**src/rtl/mac_pkg.sv**
```systemverilog
// Shared MAC-unit types: FloPoCo/IEEE-754 widths, exception encodings,
// output-stage FSM states and the FloPoCo -> binary64 conversion.
package mac_pkg;

  localparam int FP_W   = 66;
  localparam int IEEE_W = 64;
  localparam int EXP_W  = 11;
  localparam int FRAC_W = 52;

  typedef enum logic [1:0] {
    EXN_ZERO   = 2'b00,
    EXN_NORMAL = 2'b01,
    EXN_INF    = 2'b10,
    EXN_NAN    = 2'b11
  } exn_e;

  typedef struct packed {
    exn_e              exn;
    logic              sign;
    logic [EXP_W-1:0]  exp;
    logic [FRAC_W-1:0] frac;
  } flopoco_t;

  typedef enum logic {
    ST_RUN   = 1'b0,
    ST_DRAIN = 1'b1
  } out_state_e;

  localparam logic [IEEE_W-1:0] IEEE_QNAN = 64'h7FF8_0000_0000_0000;
  localparam logic [EXP_W-1:0]  EXP_MAX   = '1;

  // Same exponent bias on both sides; FloPoCo exp 0 and 2047 have no IEEE
  // normal equivalent, so they flush to zero and saturate to infinity.
  function automatic logic [IEEE_W-1:0] flopoco_to_ieee(input flopoco_t x);
    logic [IEEE_W-1:0] r;
    r = {x.sign, {(IEEE_W-1){1'b0}}};
    case (x.exn)
      EXN_NORMAL: begin
        if (x.exp == EXP_MAX)
          r = {x.sign, EXP_MAX, {FRAC_W{1'b0}}};
        else if (x.exp != '0)
          r = {x.sign, x.exp, x.frac};
      end
      EXN_INF: r = {x.sign, EXP_MAX, {FRAC_W{1'b0}}};
      EXN_NAN: r = IEEE_QNAN;
      default: r = {x.sign, {(IEEE_W-1){1'b0}}};
    endcase
    return r;
  endfunction

endpackage

```
**src/rtl/ieee_out_fifo.sv**
```systemverilog
// Show-ahead synchronous FIFO with occupancy count; head word is valid
// whenever count_o != 0, writes when full are ignored unless a read frees a slot.
module ieee_out_fifo #(
  parameter int DEPTH = 16,
  parameter int AW    = $clog2(DEPTH),
  parameter int DW    = 64
) (
  input  logic          clk,
  input  logic          rst_n_i,
  input  logic          wr_vld_i,
  input  logic [DW-1:0] wr_dat_i,
  input  logic          rd_rdy_i,
  output logic          rd_vld_o,
  output logic [DW-1:0] rd_dat_o,
  output logic [AW:0]   count_o
);

  logic [DW-1:0] mem_q [DEPTH];
  logic [AW-1:0] wr_ptr_q, rd_ptr_q;
  logic [AW:0]   count_q;
  logic          wr_en, rd_en;

  assign rd_en = rd_rdy_i && (count_q != '0);
  assign wr_en = wr_vld_i && ((count_q != (AW+1)'(DEPTH)) || rd_en);

  always_ff @(posedge clk) begin
    if (!rst_n_i) begin
      wr_ptr_q <= '0;
      rd_ptr_q <= '0;
      count_q  <= '0;
    end else begin
      if (wr_en) wr_ptr_q <= wr_ptr_q + 1'b1;
      if (rd_en) rd_ptr_q <= rd_ptr_q + 1'b1;
      case ({wr_en, rd_en})
        2'b10:   count_q <= count_q + 1'b1;
        2'b01:   count_q <= count_q - 1'b1;
        default: count_q <= count_q;
      endcase
    end
  end

  always_ff @(posedge clk) begin
    if (wr_en) mem_q[wr_ptr_q] <= wr_dat_i;
  end

  assign rd_vld_o = (count_q != '0);
  assign rd_dat_o = rd_vld_o ? mem_q[rd_ptr_q] : '0;
  assign count_o  = count_q;

endmodule

```
**src/rtl/ieee_out_conv.sv**
```systemverilog
// SpMV output stage: FloPoCo -> IEEE-754 conversion (2 stages) into a show-ahead
// FIFO; almost_full throttles upstream, eof_out fires once the matrix is fully popped.
module ieee_out_conv
  import mac_pkg::*;
#(
  parameter int FIFO_DEPTH      = 16,
  parameter int LOG2_FIFO_DEPTH = $clog2(FIFO_DEPTH),
  parameter int COUNT_WIDTH     = 32
) (
  input  logic                   clk,
  input  logic                   rst,
  input  logic                   push_in,
  input  logic [FP_W-1:0]        v_in,
  input  logic                   eof_in,
  output logic                   almost_full,
  output logic                   out_valid,
  output logic [IEEE_W-1:0]      v_out,
  input  logic                   pop,
  output logic                   eof_out,
  output logic [COUNT_WIDTH-1:0] result_count,
  output logic                   overflow
);

  localparam int OCC_W = LOG2_FIFO_DEPTH + 2;

  logic                   s1_vld_q, s2_vld_q, overflow_q;
  flopoco_t               s1_dat_q;
  logic [IEEE_W-1:0]      s2_dat_q;
  logic [LOG2_FIFO_DEPTH:0] fifo_cnt;
  logic [OCC_W-1:0]       occ;
  logic                   push_acc, pop_acc;

  out_state_e             state_q, state_d;
  logic [COUNT_WIDTH-1:0] push_cnt_q, push_cnt_d;
  logic [COUNT_WIDTH-1:0] pop_cnt_q, pop_cnt_d;
  logic [COUNT_WIDTH-1:0] tgt_q, tgt_d;
  logic [COUNT_WIDTH-1:0] res_cnt_q, res_cnt_d;
  logic                   eof_q, eof_d;

  // In-flight pipeline entries count against FIFO space so they can always land.
  assign occ         = OCC_W'(fifo_cnt) + OCC_W'(s1_vld_q) + OCC_W'(s2_vld_q);
  assign almost_full = (occ >= OCC_W'(FIFO_DEPTH - 1));
  assign push_acc    = push_in && !almost_full;
  assign pop_acc     = pop && out_valid;

  always_ff @(posedge clk) begin
    if (!rst) begin
      s1_vld_q   <= 1'b0;
      s1_dat_q   <= '0;
      s2_vld_q   <= 1'b0;
      s2_dat_q   <= '0;
      overflow_q <= 1'b0;
    end else begin
      s1_vld_q <= push_acc;
      if (push_acc) s1_dat_q <= flopoco_t'(v_in);
      s2_vld_q <= s1_vld_q;
      if (s1_vld_q) s2_dat_q <= flopoco_to_ieee(s1_dat_q);
      if (push_in && almost_full) overflow_q <= 1'b1;
    end
  end

  ieee_out_fifo #(
    .DEPTH (FIFO_DEPTH),
    .AW    (LOG2_FIFO_DEPTH),
    .DW    (IEEE_W)
  ) u_fifo (
    .clk      (clk),
    .rst_n_i  (rst),
    .wr_vld_i (s2_vld_q),
    .wr_dat_i (s2_dat_q),
    .rd_rdy_i (pop),
    .rd_vld_o (out_valid),
    .rd_dat_o (v_out),
    .count_o  (fifo_cnt)
  );

  // The matrix is tagged by the push count at eof_in; drain ends when pops reach it.
  always_comb begin
    state_d    = state_q;
    push_cnt_d = push_cnt_q + COUNT_WIDTH'(push_acc);
    pop_cnt_d  = pop_cnt_q + COUNT_WIDTH'(pop_acc);
    tgt_d      = tgt_q;
    eof_d      = 1'b0;
    case (state_q)
      ST_RUN: begin
        if (eof_in) begin
          state_d    = ST_DRAIN;
          tgt_d      = push_cnt_q + COUNT_WIDTH'(push_acc);
          push_cnt_d = '0;
        end
      end
      ST_DRAIN: begin
        if (pop_cnt_q == tgt_q) begin
          state_d   = ST_RUN;
          eof_d     = 1'b1;
          pop_cnt_d = COUNT_WIDTH'(pop_acc);
        end else if (pop_cnt_d == tgt_q) begin
          state_d   = ST_RUN;
          eof_d     = 1'b1;
          pop_cnt_d = '0;
        end
      end
      default: state_d = ST_RUN;
    endcase
  end

  always_comb begin
    res_cnt_d = res_cnt_q;
    if (eof_q)
      res_cnt_d = COUNT_WIDTH'(pop_acc);
    else if (pop_acc && (res_cnt_q != '1))
      res_cnt_d = res_cnt_q + 1'b1;
  end

  always_ff @(posedge clk) begin
    if (!rst) begin
      state_q    <= ST_RUN;
      push_cnt_q <= '0;
      pop_cnt_q  <= '0;
      tgt_q      <= '0;
      res_cnt_q  <= '0;
      eof_q      <= 1'b0;
    end else begin
      state_q    <= state_d;
      push_cnt_q <= push_cnt_d;
      pop_cnt_q  <= pop_cnt_d;
      tgt_q      <= tgt_d;
      res_cnt_q  <= res_cnt_d;
      eof_q      <= eof_d;
    end
  end

  assign eof_out      = eof_q;
  assign result_count = res_cnt_q;
  assign overflow     = overflow_q;

endmodule

```
**config.mk**
```make
export PLATFORM = sky130hd
export DESIGN_NAME = ieee_out_conv
export DESIGN_NICKNAME = d
export VERILOG_FILES = /design/src/rtl/mac_pkg.sv /design/src/rtl/ieee_out_fifo.sv /design/src/rtl/ieee_out_conv.sv
export SDC_FILE = /design/constraint.sdc
export NUM_CORES = 1
export LEC_CHECK = 0
export BUFFER_PORTS_ARGS = -buffer_cell sky130_fd_sc_hd__buf_2
export CAP_MARGIN = 15
export CORE_MARGIN = 3
export CORE_UTILIZATION = 45
export CTS_CLUSTER_SIZE = 20
export DETAILED_ROUTE_END_ITERATION = 8
export GPL_ROUTABILITY_DRIVEN = 0
export PLACE_DENSITY = 0.68
export SETUP_SLACK_MARGIN = 0.15
export SLEW_MARGIN = 20
export SYNTH_ARGS = -nofsm -noshare
export SYNTH_HDL_FRONTEND = slang
export SYNTH_SLANG_ARGS = --single-unit
```
**constraint.sdc**
```tcl
create_clock -name clk -period 10.53 [get_ports clk]
set_input_delay 1.053 -clock clk [delete_from_list [all_inputs] [get_ports clk]]
set_output_delay 1.053 -clock clk [all_outputs]
set_load 0.02 [all_outputs]
```
* Word-level counts from Yosys, hierarchy flattened *
Memories as Yosys holds them, arrays and structs flattened. A register that Yosys moved wholly into a read port is not among the register bits.
Index checks and enable logic that the tools add are counted.

word-level totals
  register bits after elaboration = 276
  bits in writable memories = 1024
  input port bits = 71
  output and inout bits = 100
  logic and storage cells = 77
  memories kept = 1

operators by class
  add/sub/neg operators = 9
  order comparisons = 1
  equality and inequality tests = 10
  mux-type cells = 22
  bitwise gates (word level) = 2
  reduce and logical (&&, ||, !) cells = 14

memory list
  memory        words  bits a word  read ports  clocked after Yosys merged registers in  write ports  line                 RTL
  u_fifo.mem_q  16     64           1           1                                        1            ieee_out_fifo.sv:18  logic [DW-1:0] mem_q [DEPTH];

operators by type and width
  cell                                                                    count
  64-bit case mux with 3 select lines                                     1
  32-bit two-way mux                                                      5
  63-bit two-way mux                                                      2
  32-bit by 1-bit adder with 32-bit output                                2
  32-bit equality test                                                    2
  64-bit two-way mux                                                      1
  32-bit by 1-bit adder with 32-bit output (second input constant)        1
  32-bit inequality test (second input constant)                          1
  11-bit equality test (second input constant)                            1
  11-bit nonzero test                                                     1
  5-bit case mux with 2 select lines                                      1
  1-bit two-way mux                                                       9
  4-bit by 1-bit adder with 4-bit output (second input constant)          2
  4-bit two-way mux                                                       2
  5-bit by 1-bit adder with 6-bit output                                  1
  6-bit by 1-bit adder with 6-bit output                                  1
  2-bit equality test (second input constant)                             3
  6-bit by 4-bit >= comparator with 1-bit output (second input constant)  1
  5-bit by 1-bit adder with 5-bit output (second input constant)          1
  1-bit logical AND                                                       5
  5-bit inequality test (second input constant)                           1
  5-bit nonzero test                                                      1
  5-bit by 1-bit subtractor with 5-bit output (second input constant)     1
  2-bit by 1-bit equality test with 1-bit output (second input constant)  2
  7 further kinds                                                         10

* Longest topological paths before layout *
  depth after elaboration = 8
  mapped depth = 18
  gate-level depth less buffers = 17

* Modules after synthesis *
A second synthesis with hierarchy kept.

second synthesis, totals
  cell total of the unflattened synthesis = 3066
  area total of the unflattened synthesis = 51151.6 µm²

by module, submodules not included
  module         instances  cells each  area each (µm²)  sequential area each (µm²)
  ieee_out_fifo  1          1698        39785.7          31089.8
  ieee_out_conv  1          1368        11365.9          5265.0

* Least setup slack after synthesis *
Ideal clock, no wire load.

  kind = input to register
  start point = input port pop
  end point = memory u_fifo.mem_q[3][0] (enable)
  library setup time = 0.565 ns
  arrival = 5.962 ns
  required time = 9.965 ns
  setup slack = 4.003 ns
  cell stages on the path = 4
  buffers on the path = 1
  cell sequence = o31a_1 > clkbuf_1 > nand2_1 > nor3_1

between the ends
  longest elaborated chain between the ends = 5

RTL lines
  what                                     line                 RTL
  from (decl)                              ieee_out_conv.sv:18  input logic pop,
  1-bit logical AND                        ieee_out_fifo.sv:23  assign rd_en = rd_rdy_i && (count_q != '0);
  1-bit logical OR                         ieee_out_fifo.sv:24  assign wr_en = wr_vld_i && ((count_q != (AW+1)'(DEPTH)) || rd_en);
  1-bit logical AND                        ieee_out_fifo.sv:24
  1-bit two-way mux                        ieee_out_fifo.sv:43  if (wr_en) mem_q[wr_ptr_q] <= wr_dat_i;
  1-bit two-way mux (implied by the code)  ieee_out_fifo.sv:43
  to (decl)                                ieee_out_fifo.sv:18

No other way between the ends.

==> results.sh <==
export IMPL_die_h_um=341
export IMPL_overflow=0
export IMPL_crit_path_end_kind="output port"
export IMPL_worst_slew_pin_slew_ns=1.11
export IMPL_worst_r2r_cell_count=13
export IMPL_maxCapViolations=0
export IMPL_routedWlPerCell_um=24.7
export IMPL_via_count=26629
export IMPL_final_nets=3221
export IMPL_layout_cells_non_filler=4735
export IMPL_cts_sinks=1304
export IMPL_die_area_sq_mm=0.117
export IMPL_ios=171
export IMPL_holdPathStages=2
export IMPL_ant_nets=0
export IMPL_utilization_pct=52.0
export IMPL_p_clk_share_pct=39.1
export IMPL_diodes=0
export IMPL_synth_edf_count=1024
export IMPL_finalSetupViolations=0
export IMPL_min_path_type="reg2reg"
export IMPL_synthArstFlopShare_pct=0
export IMPL_hold_buffers=0
export IMPL_drive_gt1_share_pct=24.2
export IMPL_path_clk_slew_ns=0.06
export IMPL_antenna_found_initial=2
export IMPL_fmax_ghz=0.176
export IMPL_cts_tree="yes"
export IMPL_cts_made_buffers=134
export IMPL_core_sq_mm=0.111
export IMPL_syn_nets=3036
export IMPL_postCtsSetupBuffers=0
export IMPL_tns_ns=0
export IMPL_pwr_density_cell_mw_per_mm2=213
export IMPL_worst_path_max_fanout=98
export IMPL_grt_pass1_vias=26929
export IMPL_switchingPower_mw=3.17
export IMPL_pwr_share_comb_pct=14.8
export IMPL_ys_ff_latch=1304
export IMPL_grt_pass1_wl_um=174000
export IMPL_peakVddDrop_uv=153
export IMPL_via_per_inst=5.62
export IMPL_p_int_mw=9.14
export IMPL_critPathRequiredTime_ns=9.48
export IMPL_syn_to_final_growth_pct=14.1
export IMPL_die_x_um=341
export IMPL_yosysWarningCount=0
export IMPL_sequentialPowerShare_pct=46.1
export IMPL_most_common_layout_cells="edfxtp_1, mux4_2, dfxtp_1"
export IMPL_fp_row_count=122
export IMPL_drtIter0Drc=2312
export IMPL_yosysSeqAreaShare_pct=71.8
export IMPL_syn_area_sq_mm=0.0506
export IMPL_critical_path_class="reg2out"
export IMPL_grt_max_degree=143
export IMPL_final_common_cell="edfxtp_1"
export IMPL_synth_main_ff_cell="edfxtp_1"
export IMPL_cts_resized=0
export IMPL_port_buffers=170
export IMPL_start_util_pct=45.6
export IMPL_fin_skew_ns=0.0330
export IMPL_dp_hpwl_um=63600
export IMPL_cts_path_max_buffers=3
export IMPL_period_minus_slack_ns=5.68
export IMPL_switching_share_pct=25.8
export IMPL_firstDrtPassIters=6
export IMPL_slew_headroom_pct=25.6
export IMPL_postSynthCellCount=2948
export IMPL_wl_um=117000
export IMPL_slew_violations=0
export IMPL_arrival_ns=4.62
export IMPL_drc_errors=0
export IMPL_outcome="finished, final reports clean"
export IMPL_synth_distinct_cells=56
export IMPL_cts_htree_levels=4
export IMPL_clock_latency_ns=0.75
export IMPL_syn_avg_cell_area_sq_um=17.2
export IMPL_dp_cells=4485
export IMPL_timing_final_crit_share_pct=53.9
export IMPL_root_buffer="clkbuf_16"
export IMPL_grtUsageTotal_pct=20.1
export IMPL_leakagePower_nw=18.9
export IMPL_cp_start_kind="flip-flop"
export IMPL_hold_viol_final=0
export IMPL_rsz0062_at_grt="no"
-- cells by family (layout without fill, tap and decap cells) --
kind of cell	Yosys count	after routing	share of synthesized area [%]
buffers and inverters	188	487	1.46
DFF	1304	1304	71.8
muxes	325	325	14.3
adders and majority gates	17	17	0.450
AOI/OAI and AO/OA	237	237	2.53
xor gates and xnor gates	138	138	2.39
and+or+nand+nor	739	739	7.05
-- stage by stage --
stage | power [mW] | instance area [sq um] | hold WS, ns | worst slack [ns]
6_report | 12.3 | 57800 | 0.456 | 4.85
2_1_floorplan | 7.06 | 50600 | 0.437 | 4.00
3_5_place_dp | 7.65 | 53200 | 0.449 | 5.25
3_3_place_gp | 7.64 | 53200 | 0.443 | 5.42
5_1_grt | 12.8 | 57800 | 0.474 | 4.40
4_1_cts | 12.4 | 57800 | 0.457 | 4.57
-- power by group through the flow --
stage	clock [mW]	combinational, mW	sequential (mW)
2_1_floorplan	0	1.34	5.72
5_1_grt	5.11	1.96	5.69
3_5_place_dp	0	1.87	5.79
4_1_cts	4.90	1.87	5.68
3_3_place_gp	0	1.86	5.78
6_report	4.81	1.82	5.67
-- final cells by class --
cell class,instances,area [sq um]
fillers,8967,53300
repair buffers,216,1220
clock buffers,177,3670
flip-flops and latches,1304,36400
multi-input cells,1456,13700
inverters,21,85.1
clock inverters,73,903
well taps,1488,1860
-- synth_stat cells, types with 3 or more instances --
cell	number	area, sq um
or3_1	10	62.6
xnor2_1	72	631
dfxtp_1	280	5610
inv_1	19	71.3
edfxtp_1	1024	30700
xor2_1	66	578
o21ai_0	52	260
a21o_1	4	30.0
nor2_1	175	657
buf_2	3	15.0
o31ai_1	4	30.0
ha_1	15	188
nand3_1	37	185
buf_6	3	33.8
and4_1	15	131
nor4_1	15	93.8
buf_1	37	139
a21oi_1	155	776
nor3_1	58	290
or2_2	4	25.0
and3_1	14	87.6
mux2i_1	4	40.0
a31oi_1	5	31.3
nor2b_1	61	382
mux4_2	320	7210
clkbuf_2	3	15.0
and2_1	76	475
nand2b_1	9	56.3
clkbuf_1	120	450
nand4_1	28	175
nand2_1	228	856
-- sequential cells by signal, indices dropped and copies added, names as in the netlist, 5 cells and up, named ones only --
name and flops:
s2_dat_q 64, tgt_q 32, pop_cnt_q 32, s1_dat_q 66
result_count 32, push_cnt_q 32, u_fifo.count_o 5, u_fifo.mem_q 1024
-- worst paths after layout --
kind / startpoint / end / slack, ns
worst min register to register: s1_dat_q[47] / s1_dat_q[47] / 0.46
worst max-delay path: flip-flop / v_out[60] / 4.85
worst max register to register: u_fifo.count_o[1] / pop_cnt_q[19] / 5.27
worst min-delay path: s1_dat_q[47] / s1_dat_q[47] / 0.46
-- routing by layer --
metal,vias up,GRT usage [%],part of all wire (%)
met1,13791,27.0,41
met2,886,33.6,50
li1,11766,-,-
met4,4,5.82,2.3
met5,-,0,0.021
met3,182,3.90,6.3
-- worst max-delay path, stage by stage, from the launching register on --
cell     delay [ns]
dfxtp_4        0.85
buf_12         0.65
buf_4          0.85
mux4_2         0.60
mux4_2         0.52
and2_1         0.19
buf_2          0.16
Power figures use the tool's default switching activity.
